`config.mk`:
```
export PLATFORM = sky130hd
export DESIGN_NAME = kbd_focus_arbiter
export DESIGN_NICKNAME = d
export VERILOG_FILES = /design/src/rtl/step_seq_kbd_pkg.sv /design/src/rtl/kbd_byte_queue.sv /design/src/rtl/kbd_focus_arbiter.sv
export SDC_FILE = /design/constraint.sdc
export NUM_CORES = 1
export LEC_CHECK = 0
export ABC_AREA = 1
export BUFFER_PORTS_ARGS = -buffer_cell sky130_fd_sc_hd__buf_2
export CAP_MARGIN = 20
export CELL_PAD_IN_SITES_DETAIL_PLACEMENT = 0
export CELL_PAD_IN_SITES_GLOBAL_PLACEMENT = 1
export CORE_ASPECT_RATIO = 0.75
export CORE_UTILIZATION = 43
export DETAILED_ROUTE_END_ITERATION = 16
export PLACE_DENSITY = 0.76
export SETUP_SLACK_MARGIN = 0.3
export SYNTH_ARGS = -nofsm -noshare
export SYNTH_HDL_FRONTEND = slang
export SYNTH_SLANG_ARGS = --single-unit
export TNS_END_PERCENT = 20
```
`constraint.sdc`:
```
create_clock -name Clock -period 2.95 [get_ports Clock]
set_input_delay 0.885 -clock Clock [delete_from_list [all_inputs] [get_ports Clock]]
set_output_delay 0.885 -clock Clock [all_outputs]
set_load 0.05 [all_outputs]
```
`src/rtl/step_seq_kbd_pkg.sv`:
```
// ---------------------------------------------------------------------------
// step_seq_kbd_pkg
// Shared definitions for the step-sequencer keyboard input path.
//   - PS/2 set-2 scancode constants (digits, ENTER, BACKSPACE, prefixes,
//     focus-switch keys)
//   - prefix FSM state encoding used by kbd_focus_arbiter
//   - isSwitchKey / switchTarget helpers, also used by the per-field input
//     controllers so that every block agrees on which keys move focus
// No ports (package).
// ---------------------------------------------------------------------------
package step_seq_kbd_pkg;

    // Digit make codes 0..9
    localparam logic [7:0] SC_0         = 8'h45;
    localparam logic [7:0] SC_1         = 8'h16;
    localparam logic [7:0] SC_2         = 8'h1E;
    localparam logic [7:0] SC_3         = 8'h26;
    localparam logic [7:0] SC_4         = 8'h25;
    localparam logic [7:0] SC_5         = 8'h2E;
    localparam logic [7:0] SC_6         = 8'h36;
    localparam logic [7:0] SC_7         = 8'h3D;
    localparam logic [7:0] SC_8         = 8'h3E;
    localparam logic [7:0] SC_9         = 8'h46;

    // Editing keys
    localparam logic [7:0] SC_ENTER     = 8'h5A;
    localparam logic [7:0] SC_BACKSPACE = 8'h66;

    // Prefix bytes: extended key and break (key release)
    localparam logic [7:0] SC_E0        = 8'hE0;
    localparam logic [7:0] SC_F0        = 8'hF0;

    // Focus-switch keys
    localparam logic [7:0] SC_F1        = 8'h05;
    localparam logic [7:0] SC_F2        = 8'h06;
    localparam logic [7:0] SC_F3        = 8'h04;
    localparam logic [7:0] SC_F4        = 8'h0C;
    localparam logic [7:0] SC_ESC       = 8'h76;

    // Prefix FSM; FLUSH drains the byte queue one byte per cycle
    typedef enum logic [2:0] {
        ST_IDLE     = 3'd0,
        ST_GOT_E0   = 3'd1,
        ST_GOT_F0   = 3'd2,
        ST_GOT_E0F0 = 3'd3,
        ST_FLUSH    = 3'd4
    } prefix_state_t;

    // True when the code moves focus in a system with n_targets editors.
    // Fn beyond the number of editors is an ordinary key; ESC always counts.
    function automatic logic isSwitchKey(input logic [7:0] code, input int n_targets);
        logic hit;
        hit = 1'b0;
        case (code)
            SC_F1:   hit = (n_targets >= 1);
            SC_F2:   hit = (n_targets >= 2);
            SC_F3:   hit = (n_targets >= 3);
            SC_F4:   hit = (n_targets >= 4);
            SC_ESC:  hit = 1'b1;
            default: hit = 1'b0;
        endcase
        return hit;
    endfunction

    // Focus id selected by a switch key: 0 = none, k = target k-1
    function automatic logic [2:0] switchTarget(input logic [7:0] code);
        logic [2:0] id;
        id = 3'd0;
        case (code)
            SC_F1:   id = 3'd1;
            SC_F2:   id = 3'd2;
            SC_F3:   id = 3'd3;
            SC_F4:   id = 3'd4;
            default: id = 3'd0;
        endcase
        return id;
    endfunction

endpackage

```
`src/rtl/kbd_byte_queue.sv`:
```
// ---------------------------------------------------------------------------
// kbd_byte_queue
// 3-entry shift queue for held prefix bytes plus the byte that released them.
// A push (1..3 bytes, byte 0 first) is only accepted while the queue is
// empty; the owner never pushes while draining. When pushing and popping in
// the same cycle, the first pushed byte leaves immediately through 'head',
// which lets the owner emit it without an extra cycle of latency.
// Ports:
//   Clock      in   rising-edge clock
//   nReset     in   asynchronous active-low reset, empties the queue
//   push_cnt   in   number of bytes to push (0 = no push)
//   push_data  in   pushed bytes, [7:0] = oldest
//   pop        in   remove the head byte
//   head       out  oldest byte (push_data[7:0] when empty)
//   count      out  number of stored bytes
//   empty      out  no stored bytes
// ---------------------------------------------------------------------------
module kbd_byte_queue (
    input  logic        Clock,
    input  logic        nReset,
    input  logic [1:0]  push_cnt,
    input  logic [23:0] push_data,
    input  logic        pop,
    output logic [7:0]  head,
    output logic [1:0]  count,
    output logic        empty
);

    logic [7:0] mem [3];
    logic [1:0] cnt;

    assign empty = (cnt == 2'd0);
    assign count = cnt;
    // Bypass: with nothing stored the oldest byte is the one being pushed
    assign head  = empty ? push_data[7:0] : mem[0];

    // Storage: shift toward entry 0 on pop, load on push into an empty queue
    always_ff @(posedge Clock or negedge nReset) begin
        if (!nReset) begin
            cnt    <= 2'd0;
            mem[0] <= 8'h00;
            mem[1] <= 8'h00;
            mem[2] <= 8'h00;
        end else if (!empty) begin
            if (pop) begin
                mem[0] <= mem[1];
                mem[1] <= mem[2];
                mem[2] <= 8'h00;
                cnt    <= cnt - 2'd1;
            end
        end else if (push_cnt != 2'd0) begin
            if (pop) begin
                mem[0] <= push_data[15:8];
                mem[1] <= push_data[23:16];
                mem[2] <= 8'h00;
                cnt    <= push_cnt - 2'd1;
            end else begin
                mem[0] <= push_data[7:0];
                mem[1] <= push_data[15:8];
                mem[2] <= push_data[23:16];
                cnt    <= push_cnt;
            end
        end
    end

endmodule

```
`src/rtl/kbd_focus_arbiter.sv`:
```
// ---------------------------------------------------------------------------
// kbd_focus_arbiter
// Routes the PS/2 scancode stream to one of up to four keyboard editors.
// F1..F4 give focus to editor 0..3, ESC releases focus. Switch keys and
// their E0/F0 sequences are swallowed; every other byte, together with any
// held prefixes, is forwarded in arrival order to the focused editor.
// Optional feature macro: FOCUS_TIMEOUT_EN (idle auto-release of focus).
// Parameters:
//   N_TARGETS       number of editors, 1..4
//   RESET_FOCUS     focus after reset (0 = none, k = target k-1)
//   TIMEOUT_CYCLES  idle cycles before auto-release (FOCUS_TIMEOUT_EN only)
// Ports:
//   Clock     in   rising-edge clock
//   nReset    in   asynchronous active-low reset
//   data      in   received scancode byte
//   data_en   in   one-cycle strobe, data valid
//   Enable    out  one-hot focus, all zero when no editor has focus
//   fwd_data  out  forwarded byte, shared by all editors
//   fwd_en    out  one-cycle strobe on the focused editor's bit
//   focus_id  out  0 = none, k = target k-1
//   overrun   out  one-cycle pulse when a byte arrived during a flush
// ---------------------------------------------------------------------------
module kbd_focus_arbiter
    import step_seq_kbd_pkg::*;
#(
    parameter int          N_TARGETS      = 4,
    parameter int          RESET_FOCUS    = 1,
    parameter int unsigned TIMEOUT_CYCLES = 500_000_000
) (
    input  logic                 Clock,
    input  logic                 nReset,
    input  logic [7:0]           data,
    input  logic                 data_en,
    output logic [N_TARGETS-1:0] Enable,
    output logic [7:0]           fwd_data,
    output logic [N_TARGETS-1:0] fwd_en,
    output logic [2:0]           focus_id,
    output logic                 overrun
);

    if (N_TARGETS < 1 || N_TARGETS > 4 || RESET_FOCUS < 0 || RESET_FOCUS > N_TARGETS
        || TIMEOUT_CYCLES < 1) begin : g_bad_params
        $error("kbd_focus_arbiter: parameter out of range");
    end

    prefix_state_t state, state_next;
    logic [2:0]    focus_next;
    logic [1:0]    held_cnt;
    logic [15:0]   held_bytes;
    logic [1:0]    push_cnt;
    logic [23:0]   push_data;
    logic          pop;
    logic          emit;
    logic          overrun_next;
    logic          is_switch;
    logic [7:0]    q_head;
    logic [1:0]    q_count;
    logic          q_empty;
    logic          timeout_hit;

    kbd_byte_queue u_queue (
        .Clock     (Clock),
        .nReset    (nReset),
        .push_cnt  (push_cnt),
        .push_data (push_data),
        .pop       (pop),
        .head      (q_head),
        .count     (q_count),
        .empty     (q_empty)
    );

    // One-hot editor enable decoded from the focus register
    always_comb begin
        for (int i = 0; i < N_TARGETS; i++) begin
            Enable[i] = (focus_id == 3'(i + 1));
        end
    end

`ifdef FOCUS_TIMEOUT_EN
    logic [31:0] idle_cnt;

    // Idle counter, cleared by any received byte and saturating at all-ones
    always_ff @(posedge Clock or negedge nReset) begin
        if (!nReset) begin
            idle_cnt <= '0;
        end else if (data_en) begin
            idle_cnt <= '0;
        end else if (idle_cnt != '1) begin
            idle_cnt <= idle_cnt + 32'd1;
        end
    end

    // Using >= so a timeout reached mid-sequence fires once back in IDLE
    assign timeout_hit = !data_en && (state == ST_IDLE) && (focus_id != 3'd0)
                         && (idle_cnt >= 32'(TIMEOUT_CYCLES - 1));
`else
    assign timeout_hit = 1'b0;
`endif

    // Prefixes implied by the current state, oldest in the low byte
    always_comb begin
        held_cnt   = 2'd0;
        held_bytes = 16'h0000;
        case (state)
            ST_GOT_E0: begin
                held_cnt   = 2'd1;
                held_bytes = {8'h00, SC_E0};
            end
            ST_GOT_F0: begin
                held_cnt   = 2'd1;
                held_bytes = {8'h00, SC_F0};
            end
            ST_GOT_E0F0: begin
                held_cnt   = 2'd2;
                held_bytes = {SC_F0, SC_E0};
            end
            default: ;
        endcase
    end

    // Next-state, focus and emission decisions
    always_comb begin
        state_next   = state;
        focus_next   = focus_id;
        push_cnt     = 2'd0;
        push_data    = 24'h000000;
        pop          = 1'b0;
        emit         = 1'b0;
        overrun_next = 1'b0;
        is_switch    = isSwitchKey(data, N_TARGETS);

        if (state == ST_FLUSH) begin
            // Bytes arriving now are dropped; the flush carries on untouched
            overrun_next = data_en;
            if (!q_empty) begin
                pop  = 1'b1;
                emit = 1'b1;
            end
            if (q_count <= 2'd1) begin
                state_next = ST_IDLE;
            end
        end else if (data_en) begin
            if (state == ST_IDLE && data == SC_E0) begin
                state_next = ST_GOT_E0;
            end else if (state == ST_IDLE && data == SC_F0) begin
                state_next = ST_GOT_F0;
            end else if (state == ST_GOT_E0 && data == SC_F0) begin
                state_next = ST_GOT_E0F0;
            end else if ((state == ST_IDLE || state == ST_GOT_F0) && is_switch) begin
                // Swallow the switch key and its prefix; only a make code moves focus
                state_next = ST_IDLE;
                if (state == ST_IDLE) begin
                    focus_next = switchTarget(data);
                end
            end else begin
                // Queue held prefixes plus this byte; the oldest leaves right away
                push_cnt = held_cnt + 2'd1;
                case (held_cnt)
                    2'd1:    push_data = {8'h00, data, held_bytes[7:0]};
                    2'd2:    push_data = {data, held_bytes};
                    default: push_data = {16'h0000, data};
                endcase
                pop        = 1'b1;
                emit       = 1'b1;
                state_next = (held_cnt == 2'd0) ? ST_IDLE : ST_FLUSH;
            end
        end

        if (timeout_hit) begin
            focus_next = 3'd0;
        end
    end

    // State and output registers
    always_ff @(posedge Clock or negedge nReset) begin
        if (!nReset) begin
            state    <= ST_IDLE;
            focus_id <= 3'(RESET_FOCUS);
            fwd_data <= 8'h00;
            fwd_en   <= '0;
            overrun  <= 1'b0;
        end else begin
            state    <= state_next;
            focus_id <= focus_next;
            overrun  <= overrun_next;
            fwd_en   <= emit ? Enable : '0;
            if (emit) begin
                fwd_data <= q_head;
            end
        end
    end

endmodule
```
Yosys cells after proc, flatten, opt, wreduce, memory -nomap -nowiden

Cells that the tools add are included.
W data, S select, Z words.

Register bits after elaboration: 45
Input port bits: 11
Output and inout port bits: 20
Logic and storage cells: 95

Add/subtract/negate cells: 3
$lt $le $gt $ge: 1
Eq/ne operators: 19
Mux-type cells: 43
Bitwise gates (word level): 4
Reduce and logical (&&, ||, !) cells: 16

Operators with widths:

| operator             | count |
|---|---|
| $mux W24             | 10 |
| $pmux W16 S3         | 1 |
| $pmux W24 S2         | 1 |
| $eq A8 B3 Y1 const B | 3 |
| $mux W3              | 8 |
| $mux W2              | 10 |
| $eq A8 B8 Y1 const B | 2 |
| $eq A3 B2 Y1 const B | 4 |
| $pmux W3 S4          | 1 |
| $mux W1              | 9 |
| $eq A8 B4 Y1 const B | 1 |
| $eq A8 B7 Y1 const B | 1 |
| $mux W8              | 1 |
| $reduce_and A7 Y1    | 1 |
| $eq A3 B1 Y1 const B | 2 |
| $eq A3 B3 Y1 const B | 2 |
| $reduce_bool A2 Y1   | 3 |
| $reduce_or A5 Y1     | 1 |
| $logic_and A1 B1 Y1  | 4 |
| $logic_not A2 Y1     | 2 |
| $mux W4              | 1 |
| $ne A2 B1 Y1 const B | 2 |
| $not A1 Y1           | 4 |
| $pmux W2 S2          | 1 |
| other kinds (9)      | 11 |

Longest topological paths before layout

Gate-level depths: netlist (run 1).

Depth in word-level cells: 14
Mapped depth: 15
Mapped depth without buffers: 12

By module

A second synthesis (run 1) with hierarchy kept.

Cells, all modules: 433
Area, all modules: 2,969.1 sq um

By module, submodules not included:

| module            | instances | cells each | area each (sq um) |
|---|---|---|---|
| kbd_byte_queue    | 1         | 252        | 1,647.8 |
| kbd_focus_arbiter | 1         | 181        | 1,321.3 |

Worst setup path after synthesis (run 1)

OpenSTA, ideal clock, no wires.

Kind: register to output
Start point: register focus_id[2]
End point: output port Enable[3]
Data arrival time: 2,015 ps
Data required time: 2,065 ps
Path slack: 50 ps
Cell stages (with the launch flop): 4
Path through: dfrtp_1 -> clkbuf_1 -> inv_1 -> nor3_1

Longest elaborated chain between the ends: 1

Ends and longest elaborated chain:

| element                | line                     | source |
|---|---|---|
| start, declared        | kbd_focus_arbiter.sv:37  | `output logic [2:0] focus_id,` |
| start signal, assigned | kbd_focus_arbiter.sv:178 | `focus_id <= 3'(RESET_FOCUS);` |
| start signal, assigned | kbd_focus_arbiter.sv:184 | `focus_id <= focus_next;` |
| $eq A3 B3 Y1           | kbd_focus_arbiter.sv:75  | `Enable[i] = (focus_id == 3'(i + 1));` |
| end, declared          | kbd_focus_arbiter.sv:34  | `output logic [N_TARGETS-1:0] Enable,` |

Every way passes these cells.

Final worst setup path (run 1)

Start point: input port data[7]
End point: register u_queue.mem[11] (netlist name)

Longest elaborated chain between the ends: 13
Elaborated cells between the ends (all ways): 38

Ends and longest elaborated chain:

| element                                                               | line                                       | source |
|---|---|---|
| start, declared                                                       | kbd_focus_arbiter.sv:32                    | `input logic [7:0] data,` |
| $eq A8 B4 Y1 (tied with other cells)                                  | step_seq_kbd_pkg.sv:54                     | `case (code)` |
| $reduce_or A5 Y1 (no source line)                                     | -                                          |  |
| $mux W1                                                               | step_seq_kbd_pkg.sv:54                     |  |
| $logic_and A1 B1 Y1                                                   | kbd_focus_arbiter.sv:149                   | `end else if ((state == ST_IDLE \|\| state == ST_GOT_F0) && is_switch) begin` |
| $mux W2 (tied with other cells)                                       | kbd_focus_arbiter.sv:149                   |  |
| $mux W2 (tied with other cells)                                       | kbd_focus_arbiter.sv:147                   | `end else if (state == ST_GOT_E0 && data == SC_F0) begin` |
| $mux W2 (tied with other cells)                                       | kbd_focus_arbiter.sv:145                   | `end else if (state == ST_IDLE && data == SC_F0) begin` |
| $mux W2 (tied with other cells)                                       | kbd_focus_arbiter.sv:143                   | `if (state == ST_IDLE && data == SC_E0) begin` |
| $mux W2 (tied with other cells)                                       | kbd_focus_arbiter.sv:142                   | `end else if (data_en) begin` |
| $mux W2 (tied with other cells)                                       | kbd_focus_arbiter.sv:132                   | `if (state == ST_FLUSH) begin` |
| $reduce_bool A2 Y1 / $mux W24 (equally long branches)                 | kbd_byte_queue.sv:51, kbd_byte_queue.sv:52 |  |
| $ne A2 B1 Y1 (no source line) / $mux W24 (equally long branches)      | -                                          |  |
| $reduce_and A2 Y1 (no source line) / $mux W24 (equally long branches) | -                                          |  |
| end, declared                                                         | kbd_byte_queue.sv:29                       | `logic [7:0] mem [3];` |

Several ways; a longest one is shown, not always the timed one. The select of a mux whose other input is x is not followed.
A chain may end at the register's enable or synchronous reset.

==> results of run 1 <==
[Yosys cell counts]
| library cell | number |
|---|---|
| buf_2 | 1 |
| buf_4 | 1 |
| nand3b_1 | 1 |
| a31o_2 | 1 |
| nor2_2 | 10 |
| ha_1 | 4 |
| a21oi_4 | 1 |
| nand4_1 | 6 |
| inv_1 | 32 |
| or2_2 | 3 |
| nand2_2 | 4 |
| o21ai_0 | 18 |
| buf_6 | 3 |
| dfstp_2 | 1 |
| nand3_2 | 1 |
| nand4_2 | 1 |
| a21oi_1 | 2 |
| nor3_2 | 1 |
| nor2_1 | 18 |
| o211ai_1 | 3 |
| nor2_4 | 3 |
| dfrtp_1 | 44 |
| nor3_1 | 11 |
| nor4_1 | 5 |
| o22ai_1 | 6 |
| nand2_1 | 82 |
| nand2_4 | 2 |
| nand3_4 | 1 |
| clkbuf_1 | 7 |
| nand3_1 | 50 |
| inv_4 | 1 |
| inv_2 | 9 |
| nand2_8 | 3 |
| buf_12 | 1 |
[worst paths after layout]
check                                   startpoint                     endpoint  slack (ns)  cells after the start
setup / recovery                           data[7]  u_queue.mem[11]$_DFFE_PN0P_        0.50                     13
hold reg to reg            fwd_data[6]$_DFFE_PN0P_      fwd_data[6]$_DFFE_PN0P_        0.50                      2
hold / removal             fwd_data[6]$_DFFE_PN0P_      fwd_data[6]$_DFFE_PN0P_        0.50                      2
setup reg to reg              state[1]$_DFFE_PN0P_  u_queue.mem[11]$_DFFE_PN0P_        0.53                     11
min in group asynchronous                   nReset          fwd_en[1]$_DFF_PN0_        0.58                      1
max in group asynchronous                   nReset      focus_id[0]$_DFFE_PN1P_        1.71                      2
[state kept, by name (all words and copies together) (netlist names)]
signal         count
u_queue.mem       24
fwd_data           8
fwd_en             4
focus_id           3
state              3
u_queue.count      2
overrun            1
[cells in the final DEF, fill, tap and decap left out, types with 2 or more instances in the layout]
cell type,synthesis,final
nand4_1,6,6
or2_2,3,2
clkbuf_8,0,6
nor2_1,18,18
inv_1,32,32
nor4_1,5,5
nor2_2,10,10
o211ai_1,3,3
buf_4,1,9
buf_2,1,30
ha_1,4,4
o22ai_1,6,6
nand2_8,3,3
nor3_1,11,9
nor3_2,1,3
dfrtp_1,44,44
a21oi_1,2,2
nand2_1,82,82
nor2_4,3,3
o21ai_0,18,18
nand2_4,2,3
nand3_1,50,50
inv_2,9,9
nand2_2,4,4
[repair_timing]
item	in CTS	in global routing
setup endpoints to repair	0	18
resized for setup	0	1
hold buffers	0	0
[logic make-up after synthesis]
logic type | share of synthesized area
and+or+nand+nor | 0.389
buffers and inverters | 0.0956
DFF | 0.426
AOI/OAI and AO/OA | 0.0700
adders and majority gates | 0.0189
[critical path, cell delays in order]
cell	delay (ns)
buf_2	0.14
inv_1	0.09
nand2_2	0.07
nor2_1	0.06
nand2_1	0.09
nand4_2	0.14
nand2_4	0.15
nand4_1	0.15
ha_1	0.24
or2_4	0.30
buf_4	0.19
nand3_1	0.08
nand2_1	0.06
[area by class of cell]
class | instances | share of cell area
tap | 78 | 0.0327
multi-input combinational | 238 | 0.431
clock inverter | 2 | 0.00461
sequential | 45 | 0.377
inverter | 42 | 0.0536
timing repair buffer | 39 | 0.0729
clock buffer | 6 | 0.0276
[layer usage]
layer | track usage | vias to the layer above | routed length, um
li1 | - | 1171 | -
met1 | 0.358 | 1089 | 3640
met2 | 0.319 | 61 | 2860
met3 | 0.0370 | 9 | 327
met4 | 0.0590 | 0 | 77
met5 | 0 | - | 0
[stage by stage]
step / cell area [um2] / util
CTS: 2970 / 0.505
finish: 2990 / 0.508
global placement: 2880 / 0.489
global route: 2990 / 0.508
detailed placement: 2880 / 0.489
floorplan: 2660 / -
[power breakdown]
| part | leakage, uW | switching (uW) | total, uW | internal (uW) |
|---|---|---|---|---|
| sequential | 0.000611 | 45.8 | 731 | 685 |
| combinational | 0.000821 | 581 | 758 | 177 |
| clock | 0.0000512 | 228 | 418 | 190 |
==> results.ini, run 1 <==
[min_path]
hold_path_class = flip-flop to flip-flop

[critical_path]
cp-start-kind = input port
arrival_ns = 2.65
required_ns = 3.15
end_kind = flip-flop
crit_type = input port to flip-flop
crit_fanout = 9

[drt]
avgViaCountPerCell = 5.18
wl_um = 6900
wl_per_cell_um = 15.3
dr.pass1.iters = 4
num_vias = 2330
drt-initial-drc-count = 153
drc_errors = 0
ant_nets = 0

[global_route]
grt_pass1_vias = 2201
grt-ovfl-total = 0
grt_use_total = 0.227
grt_max_degree = 29
grt_first_pass_wirelength_um = 11200
antenna_found_initial = 0

[final_layout]
area_growth_pct = 13.0
fillerInstances = 632
multi_input_area_um2 = 1290
final_nets = 386
seqCellArea_um2 = 1130
instances_no_fill = 450
drive_gt1_frac = 0.247
n_antenna_cell = 0

[floorplan]
die-area_um2 = 6470
core_area_um2 = 5890
start_util = 0.449
num_rows = 24
die_x_um = 92.6
io_pins = 31
fp.dieH_um = 69.9

[timing]
rsz0062_at_grt = no
skew_ns = 0.00388
worstMarginPinSlew_ns = 0.616
fin_tns_setup_ns = 0
setup_ws_ns = 0.499
setup_viol = 0
period_share = 0.831
clock.fmax_mhz = 408
slew_viol_final = 0
max-slew-margin-rel = 0.589
hold_viol = 0
min_period_ns = 2.45
hold_slack_ns = 0.503

[synthesis]
yosysWarningCount = 0
ys_ff_latch = 45
syn-cell-area_um2 = 2650
ys_top_cells_by_area = dfrtp_1, nand2_1, nand3_1
yosysTopAreaCell = dfrtp_1
syn_inst = 337
syn_area_per_cell_um2 = 7.85
syn_nets = 352
synth_top_cell_area_share = 0.416
yosysSeqAreaShare = 0.426
ys_types = 34

[power]
peakVddDrop_mv = 0.506
p_leak_uw = 0.00148
total_power_uw = 1910
power_density_nw_per_um2 = 638

[cts]
root_buffer = clkbuf_8
cts_made_buffers = 5
clock-sinks = 45
post_cts_buffers = 0
cts_max_level = 2
cts.path.max_buffers = 2
cts_tree = done
clock_latency_ns = 0.30
clk_pin_slew_ns = 0.09

[placement]
dp.cells = 441
hpwlAfterDp_um = 5110
place_congestion = 0.924
place_ws_ns = 0.0826
portBuffers = 30

[outcome]
status = complete, no violations

[flow_run]
maxCapViolCount = 0

No activity file was read; power rests on OpenSTA's default activity.
==> inputs of run 2 (changes only) <==
- ABC_AREA: 1 -> 0
- CORE_UTILIZATION: 43 -> 45
- clock period: 2.95 -> 2.51 ns (I/O delays scaled with it)
==> run 2 against run 1 <==
Effect of this change: non-clock buffer count is 47 higher; combinational power is 12% higher; die area shrank 11%; power increased by 28%; via count shrank 6.1%; final cell count fell by 13%; clock skew rose by 0.0019 ns; sequential cell count unchanged; largest cell class unchanged.
==> results.ini, run 2 <==
[synthesis]
synth.cells.most_frequent = dfrtp_1, o21ai_0, nand2_1, nand3_1, nor2_1
synth_top_cell_area_share = 0.451
syn_area_per_cell_um2 = 10.2
ys_top_cells_by_area = dfrtp_1, o21ai_0, mux2_4
async_flop_share = 1.00
synthFlopType = dfrtp_1
yosysSeqAreaShare = 0.462
synth_edf_count = 0
yosysTopAreaCell = dfrtp_1
syn-cell-area_um2 = 2440
syn_nets = 254
syn_inst = 239
ys_types = 56
yosysMostFrequentCell = dfrtp_1
ys_ff_latch = 45
yosysWarningCount = 0

[drt]
dr.pass1.iters = 4
drc_errors = 0
wl_per_cell_um = 17.4
ant_nets = 0
wl_um = 6830
avgViaCountPerCell = 5.58
num_vias = 2187
drt-initial-drc-count = 134

[critical_path]
end_kind = flip-flop
critPathBufInv = 1
max_stage_delay_ns = 0.39
path_cells = buf_2 > nand4bb_4 > nor4_4 > nor3_4 > nand3_2 > ha_4 > or3_4 > nand2_2 > o21ai_0 > mux2_4
required_ns = 2.71
crit_type = input port to flip-flop
arrival_ns = 2.58
cp-start-kind = input port
cp_top_family = simple AND/OR/NAND/NOR gates
crit_fanout = 5
cp_slowest_cell = or3_4

[floorplan]
io_pins = 31
die-area_um2 = 5730
core_area_um2 = 5060
die_x_um = 87.1
num_rows = 22
fp.dieH_um = 65.8
start_util = 0.482

[cts]
cts_tree = done
root_buffer = clkbuf_8
cts.path.max_buffers = 2
clock-sinks = 45
clock_latency_ns = 0.31
cts_max_level = 2
clk_pin_slew_ns = 0.09
cts_made_buffers = 5

[final_layout]
final_nets = 334
area_growth_pct = 42.4
largest_register_ffs = 24
fin_util = 0.687
final_common_cell = buf_4
mostFrequentLayoutCells = buf_4, dfrtp_1, buf_2
top_register = u_queue.mem
drive_gt1_frac = 0.463
top_regs = u_queue.mem x24, fwd_data x8, fwd_en x4
n_antenna_cell = 0

[global_route]
grt_use_total = 0.256
antenna_found_initial = 0
grt_first_pass_wirelength_um = 11000
grt_max_degree = 46
grt-ovfl-total = 0
grt_pass1_vias = 2132

[power]
peakVddDrop_mv = 0.561
power_density_nw_per_um2 = 700
power.switching_uw = 859
swShare = 0.353
intPower_uw = 1570
power_frac_seq = 0.373
p_leak_uw = 0.00158
p_clk_frac = 0.278
share_comb_of_total_power = 0.349

[timing]
hold_slack_ns = 0.513
rsz0062_at_grt = yes
worstMarginPinSlew_ns = 0.567
clock.fmax_mhz = 420
setup_ws_ns = 0.131
min_period_ns = 2.38
max-slew-margin-rel = 0.622
hold_viol = 0
skew_ns = 0.00576
period_share = 0.948
setup_viol = 0
slew_viol_final = 0

[min_path]
hold_path_class = input port to asynchronous set/reset pin

[placement]
portBuffers = 30
place_ws_ns = -0.333
place_congestion = 0.908
hpwlAfterDp_um = 4730

[outcome]
status = complete, no violations

[flow_run]
maxCapViolCount = 0

## run 2: cell count changes in the layout (fill, tap and decap cells not counted), sizes merged, moves of 7 or more
| cell | change |
|---|---|
| nand4 | -7 |
| inv | -35 |
| mux2 | +7 |
| nand3 | -38 |
| nor2 | -18 |
| buf | +46 |
| nor3 | -7 |
| and3 | +9 |
| or4 | +7 |
| nand2 | -76 |
| a21oi | +7 |
## run 2: cells by family after synthesis
kind of cell,after synthesis,share of synthesized area
and+or+nand+nor,96,0.244
AOI/OAI and AO/OA,66,0.188
DFF,45,0.462
buffers and inverters,19,0.0369
muxes,7,0.0415
adders and majority gates,5,0.0246
xor gates and xnor gates,1,0.00359
## run 2: worst reg2reg max path: stages (launching register included)
cell     delay [ns]
dfrtp_2        0.43
buf_6          0.12
or2_4          0.16
nor4_4         0.07
nor3_4         0.30
nand3_2        0.14
ha_4           0.19
or3_4          0.39
nand2_2        0.11
o21ai_0        0.08
mux2_4         0.26
## run 2: area by class of cell
| class | count | area, um2 |
|---|---|---|
| multi-input cells | 175 | 1460 |
| clock inverters | 3 | 68.8 |
| well taps | 72 | 90.1 |
| flip-flops and latches | 45 | 1130 |
| fillers | 408 | 1590 |
| repair buffers | 86 | 638 |
| inverters | 6 | 22.5 |
| clock buffers | 5 | 68.8 |
## run 2: final timing paths
check                                   startpoint                          end  slack, ns  cells after the start
min reg2reg                focus_id[0]$_DFFE_PN1P_      focus_id[0]$_DFFE_PN1P_       0.51                      2
max reg2reg                   state[0]$_DFFE_PN0P_  u_queue.mem[19]$_DFFE_PN0P_       0.17                     10
min in group Clock         focus_id[0]$_DFFE_PN1P_      focus_id[0]$_DFFE_PN1P_       0.51                      2
max                                        data[6]  u_queue.mem[19]$_DFFE_PN0P_       0.13                     10
max in group asynchronous                   nReset         state[2]$_DFFE_PN0P_       1.57                      2
min                                         nReset         state[0]$_DFFE_PN0P_       0.51                      2
## run 2: metrics by stage
step	power [uW]	std cells	TNS, ns	area (um2)
final	2430	392	0	3480
after global routing	2540	392	0	3480
after CTS	2370	385	0	3300
after detailed placement	1680	375	-7.43	3030
after global placement	1670	375	-5.60	3030
after floorplan	1420	239	-0.881	2530
## run 2: timing repair
action	CTS	global route
setup buffers	2	7
hold buffers	0	0
gates resized for setup	21	30
pin swaps	2	6
endpoints found under the hold margin	0	0
setup endpoints to repair	34	42
## run 2: power by group through the flow
stage / sequential (uW) / combinational (uW) / clock [uW]
after floorplan: 1040 / 375 / 0
after global placement: 917 / 749 / 0
after detailed placement: 919 / 758 / 0
after CTS: 906 / 781 / 687
after global routing: 917 / 907 / 712
final: 909 / 849 / 676
## run 2: routing by layer
layer,vias to the layer above,GRT usage,part of all wire,wire length [um]
met5,-,0,0,0
met3,9,0.0437,0.045,310
met2,60,0.377,0.44,3020
met1,1060,0.380,0.50,3390
met4,0,0.0854,0.014,97
li1,1058,-,-,-
